--- src/rtl/uart_pkg.sv ---
// Shared UART definitions: serializer state encoding and the byte width
// common to the transmitter and the receiver.
package uart_pkg;

  localparam int unsigned DATA_W  = 8;
  localparam int unsigned STATE_W = 2;

  typedef enum logic [STATE_W-1:0] {
    IDLE  = 2'd0,
    START = 2'd1,
    DATA  = 2'd2,
    STOP  = 2'd3
  } tx_state_e;

endpackage

--- src/rtl/uart_tx_fifo.sv ---
// Synchronous byte FIFO for the UART transmitter; head is presented
// combinationally on rd_data, full/empty come from the occupancy count.
module uart_tx_fifo
  import uart_pkg::*;
#(
  parameter int unsigned DEPTH = 16,
  localparam int unsigned AW   = $clog2(DEPTH)
) (
  input  logic              clk,
  input  logic              rst,
  input  logic              wr_en,
  input  logic [DATA_W-1:0] wr_data,
  input  logic              rd_en,
  output logic [DATA_W-1:0] rd_data,
  output logic [AW:0]       count,
  output logic              full,
  output logic              empty
);

  logic [DATA_W-1:0] r_mem [DEPTH];
  logic [AW-1:0]     r_wr_ptr;
  logic [AW-1:0]     r_rd_ptr;
  logic [AW:0]       r_count;
  logic              w_push;
  logic              w_pop;

  // A write while full is dropped even if a pop frees a slot in the same cycle.
  assign w_push = wr_en && !full;
  assign w_pop  = rd_en && !empty;

  always_ff @(posedge clk) begin
    if (rst) begin
      r_wr_ptr <= '0;
      r_rd_ptr <= '0;
      r_count  <= '0;
    end else begin
      if (w_push) r_wr_ptr <= r_wr_ptr + AW'(1);
      if (w_pop)  r_rd_ptr <= r_rd_ptr + AW'(1);
      if (w_push && !w_pop) begin
        r_count <= r_count + (AW+1)'(1);
      end else if (!w_push && w_pop) begin
        r_count <= r_count - (AW+1)'(1);
      end
    end
  end

  always_ff @(posedge clk) begin
    if (w_push) r_mem[r_wr_ptr] <= wr_data;
  end

  assign rd_data = r_mem[r_rd_ptr];
  assign count   = r_count;
  assign full    = (r_count == (AW+1)'(DEPTH));
  assign empty   = (r_count == '0);

endmodule

--- src/rtl/uart_tx_buffered.sv ---
// Buffered 8N1 UART transmitter: byte FIFO feeding a serializer FSM that
// drives a registered tx line.
module uart_tx_buffered
  import uart_pkg::*;
#(
  parameter int unsigned CLK_PER_BIT = 100,
  parameter int unsigned FIFO_DEPTH  = 16
) (
  input  logic                         clk,
  input  logic                         rst,
  input  logic [DATA_W-1:0]            data,
  input  logic                         new_data,
  input  logic                         block,
  output logic                         busy,
  output logic                         tx,
  output logic [$clog2(FIFO_DEPTH):0]  fifo_count,
  output logic                         overflow
);

  localparam int unsigned CW = $clog2(CLK_PER_BIT);

  tx_state_e         r_state, w_state_d;
  logic [CW-1:0]     r_baud, w_baud_d;
  logic [2:0]        r_bit, w_bit_d;
  logic [DATA_W-1:0] r_shift, w_shift_d;
  logic              r_tx, w_tx_d;
  logic              r_overflow;
  logic              w_pop;
  logic              w_full;
  logic              w_empty;
  logic              w_baud_last;
  logic [DATA_W-1:0] w_rd_data;

  uart_tx_fifo #(
    .DEPTH (FIFO_DEPTH)
  ) u_fifo (
    .clk     (clk),
    .rst     (rst),
    .wr_en   (new_data),
    .wr_data (data),
    .rd_en   (w_pop),
    .rd_data (w_rd_data),
    .count   (fifo_count),
    .full    (w_full),
    .empty   (w_empty)
  );

  assign w_baud_last = (r_baud == CW'(CLK_PER_BIT - 1));

  always_comb begin
    w_state_d = r_state;
    w_baud_d  = r_baud + CW'(1);
    w_bit_d   = r_bit;
    w_shift_d = r_shift;
    w_pop     = 1'b0;
    unique case (r_state)
      IDLE: begin
        w_baud_d = '0;
        if (!w_empty && !block) begin
          w_pop     = 1'b1;
          w_shift_d = w_rd_data;
          w_bit_d   = '0;
          w_state_d = START;
        end
      end
      START: begin
        if (w_baud_last) begin
          w_baud_d  = '0;
          w_state_d = DATA;
        end
      end
      DATA: begin
        if (w_baud_last) begin
          w_baud_d = '0;
          if (r_bit == 3'd7) w_state_d = STOP;
          else               w_bit_d   = r_bit + 3'd1;
        end
      end
      STOP: begin
        if (w_baud_last) begin
          w_baud_d  = '0;
          w_state_d = IDLE;
        end
      end
      default: w_state_d = IDLE;
    endcase

    // tx is registered from the next state so the line changes with the state.
    unique case (w_state_d)
      START:   w_tx_d = 1'b0;
      DATA:    w_tx_d = w_shift_d[w_bit_d];
      default: w_tx_d = 1'b1;
    endcase
  end

  always_ff @(posedge clk) begin
    if (rst) begin
      r_state    <= IDLE;
      r_baud     <= '0;
      r_bit      <= '0;
      r_shift    <= '0;
      r_tx       <= 1'b1;
      r_overflow <= 1'b0;
    end else begin
      r_state    <= w_state_d;
      r_baud     <= w_baud_d;
      r_bit      <= w_bit_d;
      r_shift    <= w_shift_d;
      r_tx       <= w_tx_d;
      r_overflow <= new_data && w_full;
    end
  end

  assign tx       = r_tx;
  assign busy     = w_full;
  assign overflow = r_overflow;

endmodule

--- config.mk ---
export PLATFORM = sky130hd
export DESIGN_NAME = uart_tx_buffered
export DESIGN_NICKNAME = d
export VERILOG_FILES = /design/src/rtl/uart_pkg.sv /design/src/rtl/uart_tx_fifo.sv /design/src/rtl/uart_tx_buffered.sv
export SDC_FILE = /design/constraint.sdc
export NUM_CORES = 1
export LEC_CHECK = 0
export CAP_MARGIN = 15
export CORE_MARGIN = 2
export CORE_UTILIZATION = 48
export CTS_CLUSTER_SIZE = 28
export DETAILED_ROUTE_END_ITERATION = 6
export SYNTH_ARGS = -nofsm -noshare
export SYNTH_HDL_FRONTEND = slang
export SYNTH_SLANG_ARGS = --single-unit
--- constraint.sdc ---
create_clock -name clk -period 4 [get_ports clk]
set_input_delay 0.8 -clock clk [delete_from_list [all_inputs] [get_ports clk]]
set_output_delay 0.8 -clock clk [all_outputs]
set_load 0.05 [all_outputs]
==> key figures, run 1 <==
Final layout
  • Area delta synth->final: 13.93%
  • Layout cell share with drive strength beyond 1: 0.1965
  • Final #Nets: between 400 and 500
  • Total area of multi-input combinational cells: roughly 2000 sq um
  • Final-layout fill cell count: between 1k and 1.5k
  • Sequential cell area: around 4600 sq um
  • Final non-filler cell total: 633
  • Number of inserted diodes: 0

STA
  • Post-route setup slack: roughly 0.9 ns
  • Worst Tran Pin Value: between 0.9 and 1 ns
  • Maximum achievable frequency: between 0.3 and 0.4 GHz
  • Setup_tns: 0 ns
  • Final Hold Viols: 0
  • Max-slew violation total from the final report: 0
  • Smallest hold slack: between 0.4 and 0.5 ns
  • Final setup violation count: 0
  • Setup repair after global routing missed its margin: no
  • Post-layout min period: ~3.1 ns
  • Worst rel slew slack: 0.3944
  • Period utilisation layout: 0.7740
  • Worst-case clock skew: 0.02984 ns

Global route
  • First-pass GRT wire length: ~19000 microns
  • Number of antenna violations at the first check in global routing: 0
  • Grt peak-use layer: met2
  • Met2 routing resource usage after global routing: 0.2951
  • GRT Resource Usage Total: 0.1806
  • M3 GR Usage: 0.05065
  • Overflow left after global routing: 0
  • Met1 demand-to-capacity share in global routing: 0.2354
  • Number of global-route vias before repair: approximately 3.5k
  • Largest net degree at the start of global routing: 30

CTS
  • Clock tree from TritonCTS: built
  • # clock sinks: between 150 and 200
  • Post-CTS Setup Inserts: 0
  • H-tree level count: 4
  • CTS-repair resized insts: 0
  • Hold-fix buffers, CTS: 0
  • Clock-pin transition on the worst setup and hold timing paths: 0.07 ns
  • Buffer depth of the longest clock path: 2
  • Clock root buffer: clkbuf_16
  • Clk_lat worst skew: 0.44 ns
  • Cts bufs inserted: 17

Logic synthesis
  • Syn Nets: about 430
  • Warnings, synthesis: 0
  • Synthesized instance count: between 400 and 500
  • Sequential share of the synthesized area: 0.6847
  • Mapped cell area: about 6800 sq um
  • Async set or reset register ratio after synthesis: 0
  • Distinct cell type count after synthesis: 52
  • Number of enable-type register cells in the synthesized netlist: ~130
  • Total of flip-flops plus latches after synthesis: ~170
  • Prevailing post-synth register cell: edfxtp_1
  • Mean post-synth cell area: roughly 17 sq um

Route
  • Remaining antenna violation count: 0
  • Total via count after detailed routing: approximately 3.5k
  • Wire length reported by the detailed router: around 12000 microns
  • Number of DRC markers in iteration 0: between 200 and 300
  • DRC errors left: 0
  • Drt via density: around 5.5
  • DRT Pass-1 Iters: 4
  • Routed wirelength normalized by instance count: approximately 19 microns

Critical path
  • Critical Path, Cell by Cell: nor4_1 > nand2_1 > inv_1 > clkdlybuf4s50_1
  • Startpoint types: flop
  • Largest fanout on the critical path: 6
  • Type of destination of the critical path: output port
  • Path type of the worst setup path: reg -> out
  • Startpoint of the lowest-slack register-to-register path: u_fifo.count[0]
  • Delay of the slowest cell on the worst path: approximately 0.79 ns
  • Max stage delay cell, worst path: clkdlybuf4s50_1
  • Req. time, crit path: 3.20 ns
  • Critical path origin: u_fifo.count[0]
  • Data arrival at the endpoint of the critical path: approximately 2.3 ns

Floorplan
  • Count of standard-cell rows: 43
  • Effective utilization at floorplan: 0.4885
  • Placeable core area: 13830 sq um
  • Boundary pin count: 20
  • Y dimension of the die: between 100 and 150 microns
  • Die area: 15040 sq um
  • Die Width: between 100 and 150 microns

Power
  • Static leakage: ~2.5 nW
  • Maximum resistive drop on vdd: about 0.00037 V
  • Overall power of the completed layout: roughly 0.0047 W
  • Total power divided by cell area: 613.5 nW/um^2

Run
  • Max-Cap Viols: 0

Hold path
  • Worst min-delay path startpoint: r_baud[0]
  • Type of the most critical hold path: reg -> reg

Status
  • Status: completed

Place
  • Port buffer count: 19
  • # placed instances: between 600 and 700
  • Placer Congestion: 0.7674
  • Sum of net half-perimeters after detailed placement: 8093 microns
  • Pre-CTS setup slack: just over 0.7 ns
[final cells by class]
type,instances,area share
clock buffers,19,0.05626
clock inverters,13,0.01496
repair buffers,33,0.03837
flip-flops and latches,167,0.6011
multi-input cells,212,0.2554
inverters,9,0.004553
well taps,180,0.02927
[critical path: cells and delay by family, from the launching register on]
kind / cells / cell delay, ns
buffers and inverters: 2 / 0.87
AND/OR/NAND/NOR: 2 / 0.61
flip-flops: 1 / 0.39
[layer usage]
metal | vias up | share of wire | wire length (microns)
li1 | 1633 | - | -
met1 | 1777 | 0.44 | 5276
met2 | 68 | 0.51 | 6159
met3 | 2 | 0.049 | 592
met4 | 0 | 0.0036 | 44
met5 | - | 0 | 0
[path summary, 6_finish.rpt]
| check | depth (start not counted) | slack, ns | endpoint |
|---|---|---|---|
| setup reg to reg | 11 | 1.08 | u_fifo.count[4] |
| setup / recovery | 4 | 0.90 | busy |
| hold reg to reg | 1 | 0.45 | r_baud[0] |
| hold / removal | 1 | 0.45 | r_baud[0] |
[metrics by stage]
step / util / area (sq um)
after floorplan: - / 6754
after global placement: 0.5169 / 7147
after detailed placement: 0.5169 / 7147
after CTS: 0.5565 / 7695
after global routing: 0.5565 / 7695
final: 0.5565 / 7695
[layout by cell type, fill, tap and decap left out, drive strengths merged, types with 4 or more instances in the layout]
master         synthesis  final
nor2                  44     44
nand2                 24     24
edfxtp               128    128
buf                   11     14
mux4                  36     36
a211oi                 4      4
inv                    8     14
mux2i                 12     12
clkbuf                 9     19
xor2                   9      9
dfxtp                 39     39
nor3                   6      6
a21o                   4      4
clkdlybuf4s50          0     19
xnor2                  7      7
a21oi                 15     15
ha                    11     11
clkinv                 1      7
[synth_stat cells, types with 2 or more instances]
| cell | n | share of area |
|---|---|---|
| edfxtp_1 | 128 | 0.57 |
| nor2_1 | 44 | 0.024 |
| dfxtp_1 | 39 | 0.12 |
| mux4_2 | 36 | 0.12 |
| nand2_1 | 24 | 0.013 |
| a21oi_1 | 15 | 0.011 |
| mux2i_1 | 12 | 0.018 |
| ha_1 | 11 | 0.020 |
| xor2_1 | 9 | 0.012 |
| clkbuf_1 | 8 | 0.0044 |
| inv_1 | 8 | 0.0044 |
| xnor2_1 | 7 | 0.0091 |
| buf_2 | 6 | 0.0044 |
| nor3_1 | 6 | 0.0044 |
| a211oi_1 | 4 | 0.0044 |
| buf_1 | 4 | 0.0022 |
| a21o_1 | 3 | 0.0033 |
| nand4_1 | 3 | 0.0028 |
| a221oi_1 | 2 | 0.0026 |
| and2_2 | 2 | 0.0022 |
| nand2b_1 | 2 | 0.0019 |
| nand3_1 | 2 | 0.0015 |
| nor2b_1 | 2 | 0.0019 |
| nor4_1 | 2 | 0.0019 |
| o2111ai_1 | 2 | 0.0026 |
| o21ai_0 | 2 | 0.0015 |
[power breakdown]
group	switching, W	leakage [nW]	internal, W	total [W]
clock	0.000697	0.266	0.000814	0.00151
sequential	0.000138	1.47	0.00198	0.00212
combinational	0.000564	0.754	0.000525	0.00109
[state kept, by name, summed over array words and instances, names as in the netlist, named ones only]
name	count
u_fifo.r_wr_ptr	4
u_fifo.r_mem	128
r_bit	3
r_shift	8
r_state	2
u_fifo.count	5
r_baud	7
tx	1
u_fifo.r_rd_ptr	4
overflow	1
[cell families (layout without fill, tap and decap cells)]
family	after synthesis	in the layout	share of synthesized area
multiplexers	49	49	0.1395
AO/OA/AOI/OAI	37	37	0.03816
XOR/XNOR	16	16	0.02075
buffers and inverters	30	74	0.02427
adder cells (fa/ha/maj)	12	12	0.02334
flip-flops	167	167	0.6847
AND/OR/NAND/NOR	98	98	0.06929
No activity file was read; power rests on OpenSTA's default activity.
==> run 2, diff against run 1 <==
--- a/config.mk
+++ b/config.mk
@@ -10,6 +10,7 @@
 export CORE_UTILIZATION = 48
 export CTS_CLUSTER_SIZE = 28
 export DETAILED_ROUTE_END_ITERATION = 6
+export PLACE_DENSITY = 0.67
 export SYNTH_ARGS = -nofsm -noshare
 export SYNTH_HDL_FRONTEND = slang
 export SYNTH_SLANG_ARGS = --single-unit
==> constraint.sdc (replaced) <==
create_clock -name clk -period 2.65 [get_ports clk]
set_input_delay 0.53 -clock clk [delete_from_list [all_inputs] [get_ports clk]]
set_output_delay 0.53 -clock clk [all_outputs]
set_load 0.05 [all_outputs]
==> run 2 against run 1 <==
The flow now finishes with violations (negative setup slack). Via count increased by 5.2%. Sequential share of layout area shrank 2.3 points. Sequential power rose by 47%. Register-to-register slack worse by 1.1 ns. Power grew 63%. Critical path type is now reg -> reg. Largest cell class unchanged.
==> key figures, run 2 (synthesis gave the netlist of run 1 again) <==
Critical path
  • Number of cells on the worst reg-to-reg path: 12 (+1)
  • Startpoint types: flop
  • Critical path origin: u_fifo.count[1]
  • Setup slack on the worst flop-to-flop path: -0.04 ns (-1.12 ns)
  • Startpoint of the lowest-slack register-to-register path: u_fifo.count[1]
  • Type of destination of the critical path: flop
  • Path type of the worst setup path: reg -> reg
  • Max stage delay cell, worst path: or4_4
  • Delay of the slowest cell on the worst path: 0.52 ns (-0.27 ns)
  • Largest fanout on the critical path: 4 (-2)
  • Capturing point of the worst reg2reg path: u_fifo.count[4]
  • Critical Path, Cell by Cell: or4_4 > o21a_1 > clkinv_2 > ha_4 > inv_2 > buf_4 > fa_2 > a21o_1 > a21oi_2 > xnor2_1 > or3_1 > a21oi_1
  • Termination of the worst setup path: u_fifo.count[4]
  • Data arrival at the endpoint of the critical path: 3.04 ns (+0.74 ns)
  • Req. time, crit path: 3.00 ns (-0.20 ns)

Final layout
  • Final #Nets: 492 (+6.0%)
  • Top reg by flops: u_fifo.r_mem
  • Final-layout fill cell count: 1040 (-1.8%)
  • Area delta synth->final: 18.77%
  • Sequential cell area: 4636 sq um (+0.22%)
  • Commonest non-fill, non-tap cell in the layout: edfxtp_1
  • Layout cell share with drive strength beyond 1: 0.2703 (+0.07380)
  • Number of inserted diodes: 0 (unchanged)
  • Total area of multi-input combinational cells: 1994 sq um (+1.5%)
  • Max FFs per register: 128 (unchanged)
  • Largest registers: u_fifo.r_mem x128, r_shift x8, r_baud x7
  • Commonest cells after routing, fill and taps aside: edfxtp_1, nor2_1, buf_4
  • Final non-filler cell total: 661 (+4.4%)

Place
  • Placer Congestion: 0.7974 (+3.9%)
  • Port buffer count: 19 (unchanged)
  • Sum of net half-perimeters after detailed placement: 8421 microns (+4.1%)
  • # placed instances: 629 (+4.7%)
  • Pre-CTS setup slack: -0.1883 ns (-0.9029 ns)

Floorplan
  • Die Width: 122.6 microns (unchanged)
  • Effective utilization at floorplan: 0.4885 (unchanged)
  • Placeable core area: 13830 sq um (unchanged)
  • Die area: 15040 sq um (unchanged)
  • Y dimension of the die: 122.6 microns (unchanged)
  • Count of standard-cell rows: 43 (unchanged)
  • Boundary pin count: 20 (unchanged)

STA
  • Worst rel slew slack: 0.5838 (+0.1893)
  • Final setup violation count: 1 (+1)
  • Final Hold Viols: 0 (unchanged)
  • Max-slew violation total from the final report: 0 (unchanged)
  • Setup_tns: -0.03607 ns (-0.03607 ns)
  • Period utilisation layout: 1.014
  • Post-route setup slack: -0.03607 ns (-0.9400 ns)
  • Post-layout min period: 2.686 ns
  • Worst Tran Pin Value: 0.6086 ns (-0.2964 ns)
  • Setup repair after global routing missed its margin: yes
  • Worst-case clock skew: 0.007843 ns (-0.02199 ns)
  • Smallest hold slack: 0.4548 ns (+0.003047 ns)
  • Maximum achievable frequency: approximately 0.37 GHz

CTS
  • Clock tree from TritonCTS: built
  • H-tree level count: 4 (unchanged)
  • # clock sinks: 167 (unchanged)
  • Buffer depth of the longest clock path: 2 (unchanged)
  • Post-CTS Setup Inserts: 0 (unchanged)
  • Clk_lat worst skew: 0.42 ns (-0.02 ns)
  • Clock root buffer: clkbuf_16
  • Clock-pin transition on the worst setup and hold timing paths: 0.06 ns (about the same)
  • Cts bufs inserted: 17 (unchanged)

Route
  • DRT Pass-1 Iters: 5 (+1)
  • Routed wirelength normalized by instance count: 19.25 microns (+0.94%)
  • Number of DRC markers in iteration 0: 299 (+19%)
  • Remaining antenna violation count: 0 (unchanged)
  • Routed length on met1: 5428 microns (+2.9%)
  • Metal2 WL: 6641 microns (+7.8%)
  • Top Metal Used: met4
  • Drt via density: 5.539 (+0.74%)
  • Met3 WL post-DR: 569 microns (-3.9%)
  • Wire length reported by the detailed router: 12730 microns (+5.4%)
  • Total via count after detailed routing: 3661 (+5.2%)
  • DRC errors left: 0 (unchanged)

Run
  • Max-Cap Viols: 0 (unchanged)

Status
  • Status: finished with violations
  • Violations in the final reports: negative setup slack

Power
  • Total power divided by cell area: 958.2 nW/um^2 (+56%)
  • Static leakage: 2.673 nW (+7.2%)
  • Maximum resistive drop on vdd: 0.0008430 V (+130%)

Global route
  • First-pass GRT wire length: 20130 microns (+3.8%)
  • Number of global-route vias before repair: 3797 (+7.2%)
  • GRT Resource Usage Total: 0.1864 (+0.005843)
  • Overflow left after global routing: 0 (unchanged)
  • Number of antenna violations at the first check in global routing: 0 (unchanged)
  • Largest net degree at the start of global routing: 33 (+10%)

Hold path
  • Type of the most critical hold path: reg -> reg
  • Worst min-delay path startpoint: r_baud[0]
-- run 2: changes by cell type in the layout (fill, tap and decap cells not counted), moves of 2 or more --
cell        delta
bufinv_16      +3
clkinvlp_4     +2
dfxtp_4        +2
dfxtp_2        +2
dfxtp_1        -4
clkinv_4       -5
buf_4         +28
-- run 2: metrics by stage --
step | total power [W] | utilization | instance area, sq um
floorplan | 0.004522 | - | 6793
global placement | 0.005121 | 0.5349 | 7396
detailed placement | 0.005186 | 0.5349 | 7396
CTS | 0.007762 | 0.5797 | 8015
global route | 0.008063 | 0.5801 | 8021
finish | 0.007686 | 0.5801 | 8021
-- run 2: critical path: cells and delay by family (launching register included) --
kind	cells	cell delay, ns
xor gates and xnor gates	1	0.09
and+or+nand+nor	2	0.83
buffers and inverters	3	0.25
DFF	1	0.34
AOI/OAI and AO/OA	4	0.65
adders and majority gates	2	0.47
-- run 2: routing by layer --
| metal | vias up | global-route usage |
|---|---|---|
| li1 | 1691 | - |
| met1 | 1875 | 0.2366 |
| met2 | 89 | 0.3128 |
| met3 | 6 | 0.05158 |
| met4 | 0 | 0.05891 |
| met5 | - | 0 |
-- run 2: worst min path at each step --
stage	to	slack [ns]	cells past startpoint
after floorplan	r_baud[0]	0.41	1
after global routing	r_baud[0]	0.47	1
after global placement	r_baud[0]	0.43	1
final	r_baud[0]	0.45	1
after CTS	r_baud[0]	0.45	1
after detailed placement	r_baud[0]	0.44	1
-- run 2: what timing repair did --
item | 4_1_cts | 5_1_grt
gates cloned | 0 | 0
setup endpoints to repair | 1 | 2
gates resized for setup | 1 | 1
hold buffers | 0 | 0
pin swaps | 5 | 2
-- run 2: layout make-up --
cell class	instances	share of cell area
flip-flops and latches	167	0.5779
multi-input cells	212	0.2486
clock buffers	18	0.05350
clock inverters	14	0.02324
repair buffers	61	0.06426
inverters	9	0.004367
well taps	180	0.02808
-- run 2: power by group --
part	switching [W]	internal, W	total, W
sequential	0.000109	0.00300	0.00311
clock	0.00104	0.00151	0.00256
combinational	0.00102	0.000998	0.00202
total	0.00217	0.00551	0.00769
==> run 3, diff against run 2 <==
--- a/config.mk
+++ b/config.mk
@@ -7,10 +7,10 @@
 export LEC_CHECK = 0
 export CAP_MARGIN = 15
 export CORE_MARGIN = 2
-export CORE_UTILIZATION = 48
+export CORE_UTILIZATION = 55
 export CTS_CLUSTER_SIZE = 28
 export DETAILED_ROUTE_END_ITERATION = 6
-export PLACE_DENSITY = 0.67
+export PLACE_DENSITY = 0.75
 export SYNTH_ARGS = -nofsm -noshare
 export SYNTH_HDL_FRONTEND = slang
 export SYNTH_SLANG_ARGS = --single-unit
==> run 3 against run 2 <==
The flow still finishes with violations (negative setup slack). Via count down 1.4%. Power down 1.0%. Hold slack worse by 0.014 ns. Final cell count down 4.5%. Register-to-register slack better by 0.03 ns. Worst setup slack better by 0.026 ns. Combinational power about the same. Critical endpoint unchanged. Largest power group unchanged.
==> key figures, run 3 (synthesis gave the netlist of run 1 again) <==
Status
  • Status: finished with violations
  • Violations in the final reports: negative setup slack

Power
  • Maximum resistive drop on vdd: 0.0007661 V (-9.1%)
  • Static leakage: 2.678 nW (+0.18%)
  • Part of the total power dissipated in the clock network: 0.319 (-0.013)
  • Switching share of total power: 0.2771 (-0.005436)
  • Int Power: 0.005501 W (-0.25%)
  • Total power divided by cell area: 953.3 nW/um^2 (-0.51%)
  • Reg power frac: 0.414 (+0.009)
  • Overall power of the completed layout: 0.007610 W (-1.0%)
  • Fraction of power consumed by combinational cells: 0.267 (+0.005)
  • Switching component of the power: 0.002108 W (-2.9%)

CTS
  • H-tree level count: 4 (unchanged)
  • Clock tree from TritonCTS: built
  • Clock root buffer: clkbuf_16
  • Clk_lat worst skew: 0.42 ns (about the same)
  • Cts bufs inserted: 17 (unchanged)
  • Clock-pin transition on the worst setup and hold timing paths: 0.06 ns (about the same)
  • Buffer depth of the longest clock path: 2 (unchanged)
  • # clock sinks: 167 (unchanged)

Route
  • Met3 WL post-DR: 525 microns (-7.7%)
  • DRT Pass-1 Iters: 4 (-1)
  • Wire length reported by the detailed router: 12290 microns (-3.4%)
  • Remaining antenna violation count: 0 (unchanged)
  • Routed length on met1: 5351 microns (-1.4%)
  • DRC errors left: 0 (unchanged)
  • Top Metal Used: met4
  • Number of DRC markers in iteration 0: 322 (+7.7%)
  • Drt via density: 5.718 (+3.2%)
  • Routed wirelength normalized by instance count: 19.48 microns (+1.2%)
  • Metal2 WL: 6254 microns (-5.8%)
  • Total via count after detailed routing: 3608 (-1.4%)

Final layout
  • Post-route design area: 7983 sq um (-0.48%)
  • Commonest cells after routing, fill and taps aside: edfxtp_1, buf_4, nor2_1
  • Total area of multi-input combinational cells: 2003 sq um (+0.44%)
  • Largest registers: u_fifo.r_mem x128, r_shift x8, r_baud x7
  • Commonest non-fill, non-tap cell in the layout: edfxtp_1
  • Final core utilization: 0.6646 (+0.08446)
  • Final-layout fill cell count: 823 (-21%)
  • Sequential cell area: 4636 sq um (unchanged)
  • Number of inserted diodes: 0 (unchanged)
  • Max FFs per register: 128 (unchanged)
  • Layout cell share with drive strength beyond 1: 0.2686 (-0.001675)
  • Final non-filler cell total: 631 (-4.5%)
  • Top reg by flops: u_fifo.r_mem
  • Final #Nets: 495 (+0.61%)
  • Area delta synth->final: 18.19%

Critical path
  • Req. time, crit path: 3.00 ns (about the same)
  • Number of cells on the worst reg-to-reg path: 12 (unchanged)
  • Startpoint of the lowest-slack register-to-register path: u_fifo.count[1]
  • Type of destination of the critical path: flop
  • Capturing point of the worst reg2reg path: u_fifo.count[4]
  • Setup slack on the worst flop-to-flop path: -0.01 ns (+0.03 ns)
  • Startpoint types: flop
  • Path type of the worst setup path: reg -> reg
  • Data arrival at the endpoint of the critical path: 3.01 ns (-0.03 ns)
  • Largest fanout on the critical path: 4 (unchanged)

STA
  • Worst Tran Pin Value: 0.7020 ns (+0.09340 ns)
  • Setup_tns: -0.009896 ns (+0.02617 ns)
  • Period utilisation layout: 1.004 (-0.009877)
  • Post-layout min period: 2.660 ns (-0.02617 ns)
  • Final Hold Viols: 0 (unchanged)
  • Final setup violation count: 1 (unchanged)
  • Setup repair after global routing missed its margin: yes
  • Worst rel slew slack: 0.5199 (-0.06387)
  • Max-slew violation total from the final report: 0 (unchanged)
  • Maximum achievable frequency: 0.3760 GHz (+0.98%)
  • Post-route setup slack: -0.009896 ns (+0.02617 ns)
  • Worst-case clock skew: 0.007130 ns (-0.0007134 ns)

Floorplan
  • Count of standard-cell rows: 40 (-7.0%)
  • Die area: 13180 sq um (-12%)
  • Placeable core area: 12010 sq um (-13%)
  • Boundary pin count: 20 (unchanged)
  • Die Width: 114.8 microns (-6.4%)
  • Effective utilization at floorplan: 0.5623 (+0.07383)
  • Y dimension of the die: 114.8 microns (-6.4%)

Global route
  • First-pass GRT wire length: 19490 microns (-3.2%)
  • Overflow left after global routing: 0 (unchanged)
  • Number of antenna violations at the first check in global routing: 0 (unchanged)
  • Number of global-route vias before repair: 3538 (-6.8%)
  • Largest net degree at the start of global routing: 29 (-12%)
  • GRT Resource Usage Total: 0.2055 (+0.01907)

Place
  • Area after detailed placement: 7370 sq um (-0.36%)
  • Sum of net half-perimeters after detailed placement: 8197 microns (-2.7%)
  • Placer Congestion: 0.8287 (+3.9%)
  • # placed instances: 598 (-4.9%)
  • Port buffer count: 19 (unchanged)

Run
  • Max-Cap Viols: 0 (unchanged)

Hold path
  • Worst hold path stage count: 1 (unchanged)
  • Type of the most critical hold path: reg -> reg
  • Worst min-delay path startpoint: r_baud[0]
  • End point of the worst hold path: r_baud[0]
==> run 3: cell types whose count changed in the layout (fill, tap and decap cells not counted), sizes merged <==
cell    delta
buf        +3
clkbuf     -1
clkinv     +8
inv        -7
==> run 3: worst max-delay path by stage <==
stage | from | endpoint | slack [ns] | depth (start not counted)
after CTS | u_fifo.count[1] | u_fifo.count[4] | -0.03 | 12
after global routing | u_fifo.count[1] | u_fifo.count[4] | -0.12 | 12
after global placement | block | u_fifo.count[4] | -0.15 | 12
final | u_fifo.count[1] | u_fifo.count[4] | -0.01 | 12
after floorplan | u_fifo.count[1] | u_fifo.count[4] | -0.15 | 12
after detailed placement | block | u_fifo.count[4] | -0.21 | 12
==> run 3: repair_timing <==
| action | 4_1_cts | 5_1_grt |
|---|---|---|
| setup endpoints to repair | 1 | 2 |
| buffers inserted | 1 | 0 |
| resized for setup | 1 | 2 |
| hold buffers | 0 | 0 |
| pin swaps | 3 | 1 |
==> run 3: per-stage QoR <==
stage                     setup WS, ns  hold slack [ns]
after floorplan                -0.1518           0.4132
after global placement         -0.1457           0.4248
after detailed placement       -0.2124           0.4395
after CTS                     -0.02870           0.4481
after global routing           -0.1235           0.4791
final                        -0.009896           0.4409
==> run 3: routing by layer <==
metal,GRT usage,vias up
met2,0.3310,78
met4,0.07871,0
li1,-,1698
met1,0.2757,1820
met5,0,-
met3,0.05061,12
==> run 3: layout make-up <==
type | instances | area share
sequential | 167 | 0.5807
multi-input combinational | 212 | 0.2509
timing repair buffer | 64 | 0.06740
clock buffer | 17 | 0.05329
tap | 147 | 0.02304
clock inverter | 15 | 0.02022
inverter | 9 | 0.004389
==> run 3: power groups by stage <==
stage | combinational, W | clock, W | sequential (W)
6_report | 0.00203 | 0.00243 | 0.00315
5_1_grt | 0.00221 | 0.00259 | 0.00317
4_1_cts | 0.00202 | 0.00247 | 0.00315
3_5_place_dp | 0.00198 | 0 | 0.00320
3_3_place_gp | 0.00193 | 0 | 0.00320
2_1_floorplan | 0.00123 | 0 | 0.00329
==> run 3: worst max-delay path, cell delays in order (launching register included) <==
cell and delay (ns):
dfxtp_4 0.34, or4_4 0.52, o21a_1 0.21, clkinv_2 0.07, ha_4 0.14, inv_2 0.05
buf_4 0.13, fa_2 0.33, a21o_1 0.17, a21oi_2 0.13, xnor2_1 0.08, or3_1 0.30
a21oi_1 0.13
